===== src/rtl/ngc_fifo_param_if.sv =====
// ngc_fifo_param_if
//   Bundles the FIFO's control, data and status signals between a user block
//   and the FIFO. The clock and reset are not part of the bundle.
//
//   Signals (direction seen from the FIFO):
//     flush        in   drop all stored words
//     push / din   in   write request and write data
//     pop          in   read request
//     clr_err      in   clear the sticky overflow/underflow flags
//     dout         out  read data
//     dout_valid   out  dout carries a valid word
//     count        out  number of stored words
//     empty, full, almost_empty, almost_full   out  decodes of count
//     overflow, underflow                      out  sticky error flags
//
//   Modports:
//     master  the user block: drives the requests, reads the status
//     slave   the FIFO: reads the requests, drives the status
//
//   Handshake: push and pop are single-cycle requests sampled on each rising
//   edge. There is no back-pressure wait. A request the FIFO cannot honour
//   (push when full and not popping, pop when empty) is dropped and recorded
//   in overflow or underflow.
interface ngc_fifo_param_if #(
   parameter int DATA_WIDTH = 8,
   parameter int DEPTH      = 16
);
   localparam int CW = $clog2(DEPTH + 1);

   logic                  flush;
   logic                  push;
   logic [DATA_WIDTH-1:0] din;
   logic                  pop;
   logic                  clr_err;
   logic [DATA_WIDTH-1:0] dout;
   logic                  dout_valid;
   logic [CW-1:0]         count;
   logic                  empty;
   logic                  full;
   logic                  almost_empty;
   logic                  almost_full;
   logic                  overflow;
   logic                  underflow;

   modport master (
      output flush, push, din, pop, clr_err,
      input  dout, dout_valid, count, empty, full,
             almost_empty, almost_full, overflow, underflow
   );

   modport slave (
      input  flush, push, din, pop, clr_err,
      output dout, dout_valid, count, empty, full,
             almost_empty, almost_full, overflow, underflow
   );
endinterface


===== src/rtl/ngc_fifo_param.sv =====
// ngc_fifo_param
//   Synchronous single-clock FIFO. The depth can be any value of 2 or more, not
//   only a power of two. The read side is either registered (FWFT=0) or first-word
//   fall-through (FWFT=1). The FIFO also provides almost-full and almost-empty
//   thresholds, a flush input and sticky overflow/underflow flags.
//
//   Ports:
//     clk   rising-edge clock
//     rst   synchronous, active-high reset
//     bus   ngc_fifo_param_if.slave: flush, push/din, pop, clr_err in;
//           dout, dout_valid, count, empty/full/almost_*, overflow/underflow out
//
//   Parameters:
//     DATA_WIDTH     word width
//     DEPTH          number of entries (>= 2)
//     FWFT           0: dout is registered and appears one cycle after the pop
//                    1: dout shows the head word combinationally
//     AFULL_THRESH   almost_full  when count >= AFULL_THRESH
//     AEMPTY_THRESH  almost_empty when count <= AEMPTY_THRESH
module ngc_fifo_param #(
   parameter int DATA_WIDTH    = 8,
   parameter int DEPTH         = 16,
   parameter int FWFT          = 0,
   parameter int AFULL_THRESH  = 14,
   parameter int AEMPTY_THRESH = 2
) (
   input  logic             clk,
   input  logic             rst,
   ngc_fifo_param_if.slave  bus
);

   localparam int CW = $clog2(DEPTH + 1);
   localparam int PW = $clog2(DEPTH);

   logic [DATA_WIDTH-1:0] mem [DEPTH];

   logic [PW-1:0] rd_ptr;
   logic [PW-1:0] wr_ptr;
   logic [CW-1:0] count_q;
   logic          overflow_q;
   logic          underflow_q;

   logic          empty_w;
   logic          full_w;
   logic          pop_ok;
   logic          push_ok;
   logic [PW-1:0] rd_ptr_nxt;
   logic [PW-1:0] wr_ptr_nxt;

   // ------------------------------------------------------------------
   // Status decodes. All of them are derived from the registered count.
   // ------------------------------------------------------------------
   assign empty_w = (count_q == '0);
   assign full_w  = (count_q == CW'(DEPTH));

   assign bus.count        = count_q;
   assign bus.empty        = empty_w;
   assign bus.full         = full_w;
   assign bus.almost_empty = (count_q <= CW'(AEMPTY_THRESH));
   assign bus.almost_full  = (count_q >= CW'(AFULL_THRESH));
   assign bus.overflow     = overflow_q;
   assign bus.underflow    = underflow_q;

   // A push into a full FIFO still succeeds when a pop is accepted in the
   // same cycle: the pop frees the slot that the push fills.
   assign pop_ok  = bus.pop && !empty_w;
   assign push_ok = bus.push && (!full_w || pop_ok);

   // The depth need not be a power of two, so the pointers wrap explicitly
   // at DEPTH-1 rather than relying on natural overflow.
   assign rd_ptr_nxt = (rd_ptr == PW'(DEPTH - 1)) ? '0 : rd_ptr + PW'(1);
   assign wr_ptr_nxt = (wr_ptr == PW'(DEPTH - 1)) ? '0 : wr_ptr + PW'(1);

   // ------------------------------------------------------------------
   // Storage. Reset does not clear it; only accepted pushes write it.
   // ------------------------------------------------------------------
   always_ff @(posedge clk) begin
      if (!rst && !bus.flush && push_ok) begin
         mem[wr_ptr] <= bus.din;
      end
   end

   // ------------------------------------------------------------------
   // Pointers and count
   // ------------------------------------------------------------------
   always_ff @(posedge clk) begin
      if (rst || bus.flush) begin
         rd_ptr  <= '0;
         wr_ptr  <= '0;
         count_q <= '0;
      end else begin
         if (pop_ok) begin
            rd_ptr <= rd_ptr_nxt;
         end
         if (push_ok) begin
            wr_ptr <= wr_ptr_nxt;
         end
         case ({push_ok, pop_ok})
            2'b10:   count_q <= count_q + CW'(1);
            2'b01:   count_q <= count_q - CW'(1);
            default: count_q <= count_q;
         endcase
      end
   end

   // ------------------------------------------------------------------
   // Sticky error flags. A new error in the same cycle as clr_err wins.
   // Requests that arrive during a flush are ignored and never flagged,
   // but clr_err still takes effect during a flush.
   // ------------------------------------------------------------------
   always_ff @(posedge clk) begin
      if (rst) begin
         overflow_q  <= 1'b0;
         underflow_q <= 1'b0;
      end else if (bus.flush) begin
         overflow_q  <= overflow_q  && !bus.clr_err;
         underflow_q <= underflow_q && !bus.clr_err;
      end else begin
         overflow_q  <= (overflow_q  && !bus.clr_err) || (bus.push && !push_ok);
         underflow_q <= (underflow_q && !bus.clr_err) || (bus.pop  && !pop_ok);
      end
   end

   // ------------------------------------------------------------------
   // Read port
   // ------------------------------------------------------------------
   generate
      if (FWFT != 0) begin : g_fwft
         // The head word is visible without a pop. The output is forced to
         // zero while the FIFO is empty, so that the uninitialised storage
         // never reaches dout after reset or a flush.
         assign bus.dout       = empty_w ? '0 : mem[rd_ptr];
         assign bus.dout_valid = !empty_w;
      end else begin : g_reg
         logic [DATA_WIDTH-1:0] dout_q;
         logic                  dout_valid_q;

         // dout_valid is a one-cycle strobe for each accepted pop. dout holds
         // the last word read until the next accepted pop.
         always_ff @(posedge clk) begin
            if (rst) begin
               dout_q       <= '0;
               dout_valid_q <= 1'b0;
            end else if (bus.flush) begin
               dout_valid_q <= 1'b0;
            end else begin
               dout_valid_q <= pop_ok;
               if (pop_ok) begin
                  dout_q <= mem[rd_ptr];
               end
            end
         end

         assign bus.dout       = dout_q;
         assign bus.dout_valid = dout_valid_q;
      end
   endgenerate

endmodule


===== src/flat_wrapper.sv =====
// flat-port wrapper written by rule: the top's interface ports become plain ports
module ngc_fifo_param_flat 
#(
   parameter int DATA_WIDTH    = 8,
   parameter int DEPTH         = 16,
   parameter int FWFT          = 0,
   parameter int AFULL_THRESH  = 14,
   parameter int AEMPTY_THRESH = 2
)
  (clk, rst, bus_flush, bus_push, bus_din, bus_pop, bus_clr_err, bus_dout, bus_dout_valid, bus_count, bus_empty, bus_full, bus_almost_empty, bus_almost_full, bus_overflow, bus_underflow);
  ngc_fifo_param_if #(.DATA_WIDTH(DATA_WIDTH), .DEPTH(DEPTH)) bus_i ();
  input  logic clk;
  input  logic rst;
  input wire logic [$bits(bus_i.flush)-1:0] bus_flush;
  input wire logic [$bits(bus_i.push)-1:0] bus_push;
  input wire logic [$bits(bus_i.din)-1:0] bus_din;
  input wire logic [$bits(bus_i.pop)-1:0] bus_pop;
  input wire logic [$bits(bus_i.clr_err)-1:0] bus_clr_err;
  output wire logic [$bits(bus_i.dout)-1:0] bus_dout;
  output wire logic [$bits(bus_i.dout_valid)-1:0] bus_dout_valid;
  output wire logic [$bits(bus_i.count)-1:0] bus_count;
  output wire logic [$bits(bus_i.empty)-1:0] bus_empty;
  output wire logic [$bits(bus_i.full)-1:0] bus_full;
  output wire logic [$bits(bus_i.almost_empty)-1:0] bus_almost_empty;
  output wire logic [$bits(bus_i.almost_full)-1:0] bus_almost_full;
  output wire logic [$bits(bus_i.overflow)-1:0] bus_overflow;
  output wire logic [$bits(bus_i.underflow)-1:0] bus_underflow;
  assign bus_i.flush = bus_flush;
  assign bus_i.push = bus_push;
  assign bus_i.din = bus_din;
  assign bus_i.pop = bus_pop;
  assign bus_i.clr_err = bus_clr_err;
  assign bus_dout = bus_i.dout;
  assign bus_dout_valid = bus_i.dout_valid;
  assign bus_count = bus_i.count;
  assign bus_empty = bus_i.empty;
  assign bus_full = bus_i.full;
  assign bus_almost_empty = bus_i.almost_empty;
  assign bus_almost_full = bus_i.almost_full;
  assign bus_overflow = bus_i.overflow;
  assign bus_underflow = bus_i.underflow;
  ngc_fifo_param #(.DATA_WIDTH(DATA_WIDTH), .DEPTH(DEPTH), .FWFT(FWFT), .AFULL_THRESH(AFULL_THRESH), .AEMPTY_THRESH(AEMPTY_THRESH)) u_core (.clk(clk), .rst(rst), .bus(bus_i));
endmodule

===== config.mk =====
export PLATFORM = sky130hd
export DESIGN_NAME = ngc_fifo_param_flat
export DESIGN_NICKNAME = d
export VERILOG_FILES = /design/src/rtl/ngc_fifo_param_if.sv /design/src/rtl/ngc_fifo_param.sv /design/src/flat_wrapper.sv
export SDC_FILE = /design/constraint.sdc
export NUM_CORES = 1
export LEC_CHECK = 0
export BUFFER_PORTS_ARGS = -buffer_cell sky130_fd_sc_hd__buf_2
export CORE_MARGIN = 2
export CORE_UTILIZATION = 60
export DETAILED_ROUTE_END_ITERATION = 12
export PLACE_DENSITY_LB_ADDON = 0.05
export SLEW_MARGIN = 20
export SYNTH_ARGS = -nofsm -noshare
export SYNTH_HDL_FRONTEND = slang
export SYNTH_SLANG_ARGS = --single-unit
export TNS_END_PERCENT = 50

===== constraint.sdc =====
create_clock -name clk -period 3.6 [get_ports clk]
set_input_delay 0.72 -clock clk [delete_from_list [all_inputs] [get_ports clk]]
set_output_delay 0.72 -clock clk [all_outputs]
set_load 0.05 [all_outputs]

### Word level (Yosys, flattened, before mapping)

Memories as Yosys holds them, arrays and structs flattened. A register that Yosys moved wholly into a read port is not among the register bits.
Cells that the tools add are included.

* bits of input ports: 14
* memories: 1
* word-level logic and storage cells: 49
* output and inout bits: 20
* memory bits (writable): 128
* flip-flop bits (word level): 16

* muxes and demuxes: 7
* order comparisons: 2
* bitwise operators: 1
* $add $sub $neg: 4
* reduce and logical (&&, ||, !) cells: 23
* equal/unequal tests: 5

Memory list
* u_core.mem: depth 16, bits a word 8, rd ports 1, clocked after Yosys merged registers in 1, write ports 1, line ngc_fifo_param.sv:35 `logic [DATA_WIDTH-1:0] mem [DEPTH];`

Operators by type and width (count)
* one-hot mux 5 bit (2 select lines): 1
* adder 4 x 1 -> 4 bit, second input constant: 2
* equality test 4 bit, second input constant: 2
* logical AND 1 bit: 8
* two-way mux 4 bit: 2
* zero test 1 bit: 7
* adder 5 x 1 -> 5 bit, second input constant: 1
* equality test 5 bit, second input constant: 1
* greater-or-equal comparator 5 x 4 -> 1 bit, second input constant: 1
* less-or-equal comparator 5 x 2 -> 1 bit, second input constant: 1
* zero test 5 bit: 1
* subtractor 5 x 1 -> 5 bit, second input constant: 1
* logical OR 1 bit: 4
* two-way mux 1 bit: 4
* equality test 2 x 1 -> 1 bit, second input constant: 1
* equality test 2 bit, second input constant: 1
* AND reduction 2 bit: 1
* nonzero test 2 bit: 1
* OR reduction 2 bit: 1
* inverter 1 bit: 1

### Logic depth before layout (Yosys ltp)

* word-level depth: 9
* mapped depth: 11
* depth with buffers taken out: 11

### Worst setup path before layout

No wires, ideal clock.

* path kind: reg2out
* start: register u_core.count_q[1] (netlist: u_core.bus.count[1])
* end: output bus_almost_empty
* data required time: 2880 ps
* data arrival time: 3073 ps
* setup slack: -193 ps
* cell stages (with the launch flop): 2
* path through: dfxtp_1 -> a2111oi_0

* word-level cells in the longest chain between the ends: 1

RTL lines
* start: declaration: line ngc_fifo_param.sv:39 `logic [CW-1:0] count_q;`
* start signal: assignment: line ngc_fifo_param.sv:99 `2'b10: count_q <= count_q + CW'(1);`
* start signal: assignment: line ngc_fifo_param.sv:100 `2'b01: count_q <= count_q - CW'(1);`
* start signal: assignment: line ngc_fifo_param.sv:101 `default: count_q <= count_q;`
* less-or-equal comparator 5 x 2 -> 1 bit: line ngc_fifo_param.sv:59 `assign bus.almost_empty = (count_q <= CW'(AEMPTY_THRESH));`
* end: declaration: line flat_wrapper.sv:24 `output wire logic [$bits(bus_i.almost_empty)-1:0] bus_almost_empty;`

Every way passes these cells.

### Worst setup path after layout

* start: register u_core.count_q[0] (netlist: u_core.bus.count[0])
* end: register u_core.count_q[4] (netlist: u_core.bus.count[4])

* word-level cells in the longest chain between the ends: 7
* elaborated cells on any way between the ends: 13

RTL lines
* zero test 5 bit: line ngc_fifo_param.sv:53 `assign empty_w = (count_q == '0);`
* zero test 1 bit: line ngc_fifo_param.sv:66 `assign pop_ok = bus.pop && !empty_w;`
* logical AND 1 bit: line ngc_fifo_param.sv:66
* logical OR 1 bit: line ngc_fifo_param.sv:67 `assign push_ok = bus.push && (!full_w || pop_ok);`
* logical AND 1 bit: line ngc_fifo_param.sv:67
* equality test 2 x 1 -> 1 bit or equality test 2 bit (tied branches): line ngc_fifo_param.sv:98 `case ({push_ok, pop_ok})`
* one-hot mux 5 bit (2 select lines) or nonzero test 2 bit (tied branches)

Parallel ways exist; a longest one is shown, timed or not.
A chain may end at the register's enable or synchronous reset.

==> impl_results.md <==
- Hold depth: 3
- Mapped Cells: 389
- Crit. End Element: flip-flop
- Hold WC Path Type: primary input to flip-flop
- Synth Register Bits: 152
- I/O pins: 34
- Setup TNS: 0 ps
- CORE AREA: 0.00986 mm²
- Async set-reset flop share out of synthesis: 0%
- Final routed DRC violation total: 0
- Starting DRT DRC Count: 319
- Vias in the first global route: 3437
- Skew final: roughly 7.4 ps
- PwrDens: about 520 mW/mm²
- RSZ-0062 raised after global routing: no
- Via Count: 3459
- M3 GR Usage: 6.06%
- Post-DP HPWL: 7750 µm
- Largest net degree at the start of global routing: 20
- Fin. max-slew vios: 0
- Die Y: 105 µm
- Max cap viols: 0
- VDD IR-drop max: 0.378 mV
- Worst-case clock buffer depth: 2
- Final Hold Vio Count: 0
- Initial Utilization: 62.4%
- Initial antenna violation count: 0
- Crit start category: flip-flop
- TritonCTS sink count: ~150
- Hold-fix buffers, CTS: 0
- Yosys cell types: 43
- Slew HR: a little under half
- Yosys top cell area share: around 62%
- Placed Cells: 556
- DR pass1 iterations: 5
- Largest cells by area after synthesis: edfxtp_1, dfxtp_1, mux4_2
- Mean area per synthesized cell: 15.8 µm²
- Syn nets: between 400 and 500
- Post-CTS setup buffer count: 0
- Placer Congestion: 0.881
- P&R area growth vs syn: 14.8%
- Routed WL: around 12000 µm
- Post-layout net count: 466
- Die area: between 0.01 and 0.015 mm²
- Outcome: completed
- Met1 usage: around a third
- Reg2Reg Depth: 11
- WP data required: 4060 ps
- Worst-margin pin slew: 796 ps
- Layout cell share with drive strength beyond 1: 25.0%
- Tmin final: 3060 ps
- Row cnt: 36
- CTS tree: done
- Leak: 0.00232 µW
- Worst r2r src: u_core.bus.count[0]$_SDFFE_PP0P_
- Critical Path AT: 3520 ps
- Post-synth top flop: edfxtp_1
- Synth Warn #: 0
- Vias/cell: 5.91
- Port bufs: 33
- Root buffer cell: clkbuf_8
- Hold Startpoint: bus_push
- RR Endpoint: u_core.bus.count[4]$_SDFFE_PP0P_
- Global-route wire length before repair: 18700 µm
- Fmax: ~0.33 GHz
- Diodes inserted: 0
- Post-synthesis sequential area ratio: 70.2%
- Grt peak-use layer: met2
- Period Utilization, post-route: 85.0%
- Clk Latency, worst-skew pair: 530 ps
- Num CTS Buffers: 17
- CTS resizes: 0
- Synth Cell Area: 0.00616 mm²
- Total congestion overflow: 0
- Detail Route Antenna Nets: 0
- Leading area contributor after synthesis: edfxtp_1
- CTS clk-pin slew, worst paths: 60 ps
- Routing usage on met2: between 30% and 40%
- Overall routing resource usage: 23.2%
- Hold Path End: u_core.bus.overflow$_SDFF_PP0_
- R2R setup slack: about 540 ps
- Post-synth EDFFs: about 130
- Worst Setup SP: u_core.bus.count[0]$_SDFFE_PP0P_
- Count of final setup violators: 0
- CP max FO: 6
- Wire length per cell: ~20 µm
- H-tree depth: 4
- Post-route insts no fill: 585
- CP Class: flip-flop to flip-flop
- Chip width: between 100 and 150 µm
[cell usage in the layout, fill, tap and decap left out, types with 7 or more instances in the layout]
cell type / n
edfxtp_1: 128
nor2_1: 37
mux2i_1: 33
buf_2: 33
nand2_1: 24
dfxtp_1: 23
buf_4: 20
mux4_2: 16
o22ai_1: 16
clkbuf_16: 16
inv_1: 9
a21oi_1: 9
ha_1: 9
nor3_1: 8
a211oi_1: 8
a311oi_2: 7
[state kept, by name, indices dropped and copies added, names as in the netlist]
name	count
u_core.bus.count	5
u_core.wr_ptr	4
u_core.bus.dout_valid	1
u_core.bus.underflow	1
u_core.rd_ptr	4
u_core.mem	128
u_core.bus.overflow	1
u_core.bus.dout	8
[area by class of cell]
type                       instances  area [µm²]
clock buffer                      17         414
clock inverter                    12         113
fill                             654        2800
tap                              133         166
inverter                          11        41.3
sequential                       152        4330
multi-input combinational        207        1690
timing repair buffer              53         315
[per-stage QoR]
stage | setup slack, ps | power, µW | area [µm²] | hold WS [ps] | util, %
finish | 542 | 3690 | 7070 | 478 | 71.7
global route | 356 | 3800 | 7070 | 496 | 71.7
CTS | 553 | 3720 | 7070 | 455 | 71.7
detailed placement | 536 | 2130 | 6540 | 477 | 66.3
global placement | 664 | 2120 | 6540 | 473 | 66.3
floorplan | 468 | 2070 | 6160 | 482 | -
[cell usage after synthesis, drive strengths merged (5+ instances only)]
cell type,count
a211oi,8
nand2,25
clkbuf,5
nor2,38
nor3,8
dfxtp,24
mux4,16
ha,9
inv,11
buf,14
a21oi,9
nand3,5
o22ai,16
mux2i,33
a311oi,8
edfxtp,128
[cells by family (layout without fill, tap and decap cells)]
group	count (synthesis)	in the layout	share of synthesized area [%]
flip-flops	152	152	70.2
AND/OR/NAND/NOR	91	91	6.77
AO/OA/AOI/OAI	53	53	6.77
multiplexers	49	49	11.2
buffers and inverters	30	93	2.28
adder cells (fa/ha/maj)	10	10	2.15
XOR/XNOR	4	4	0.569
[critical path: stages, from the launching register on]
cell	delay, ps
dfxtp_1	360
or4_4	600
o21a_2	280
inv_2	100
ha_1	260
inv_1	110
fa_1	410
nor2b_1	150
o21ai_0	120
nor4b_1	170
or3_1	320
a21oi_1	120
[per-layer routing]
layer / vias up / routed length (µm)
li1: 1606 / -
met1: 1708 / 5240
met2: 126 / 5640
met3: 19 / 685
met4: 0 / 262
met5: - / 0
[how the worst max path moves through the flow]
stage	end	depth (start not counted)
5_1_grt	u_core.bus.count[4]$_SDFFE_PP0P_	11
3_5_place_dp	u_core.bus.count[4]$_SDFFE_PP0P_	12
4_1_cts	u_core.bus.count[4]$_SDFFE_PP0P_	11
6_report	u_core.bus.count[4]$_SDFFE_PP0P_	11
3_3_place_gp	u_core.bus.count[4]$_SDFFE_PP0P_	12
2_1_floorplan	bus_almost_empty	1
[power by group]
part	switching (µW)	internal, µW
clock network	645	959
logic	112	48.2
registers	10.7	1920
(Power assumes the default switching activity.)
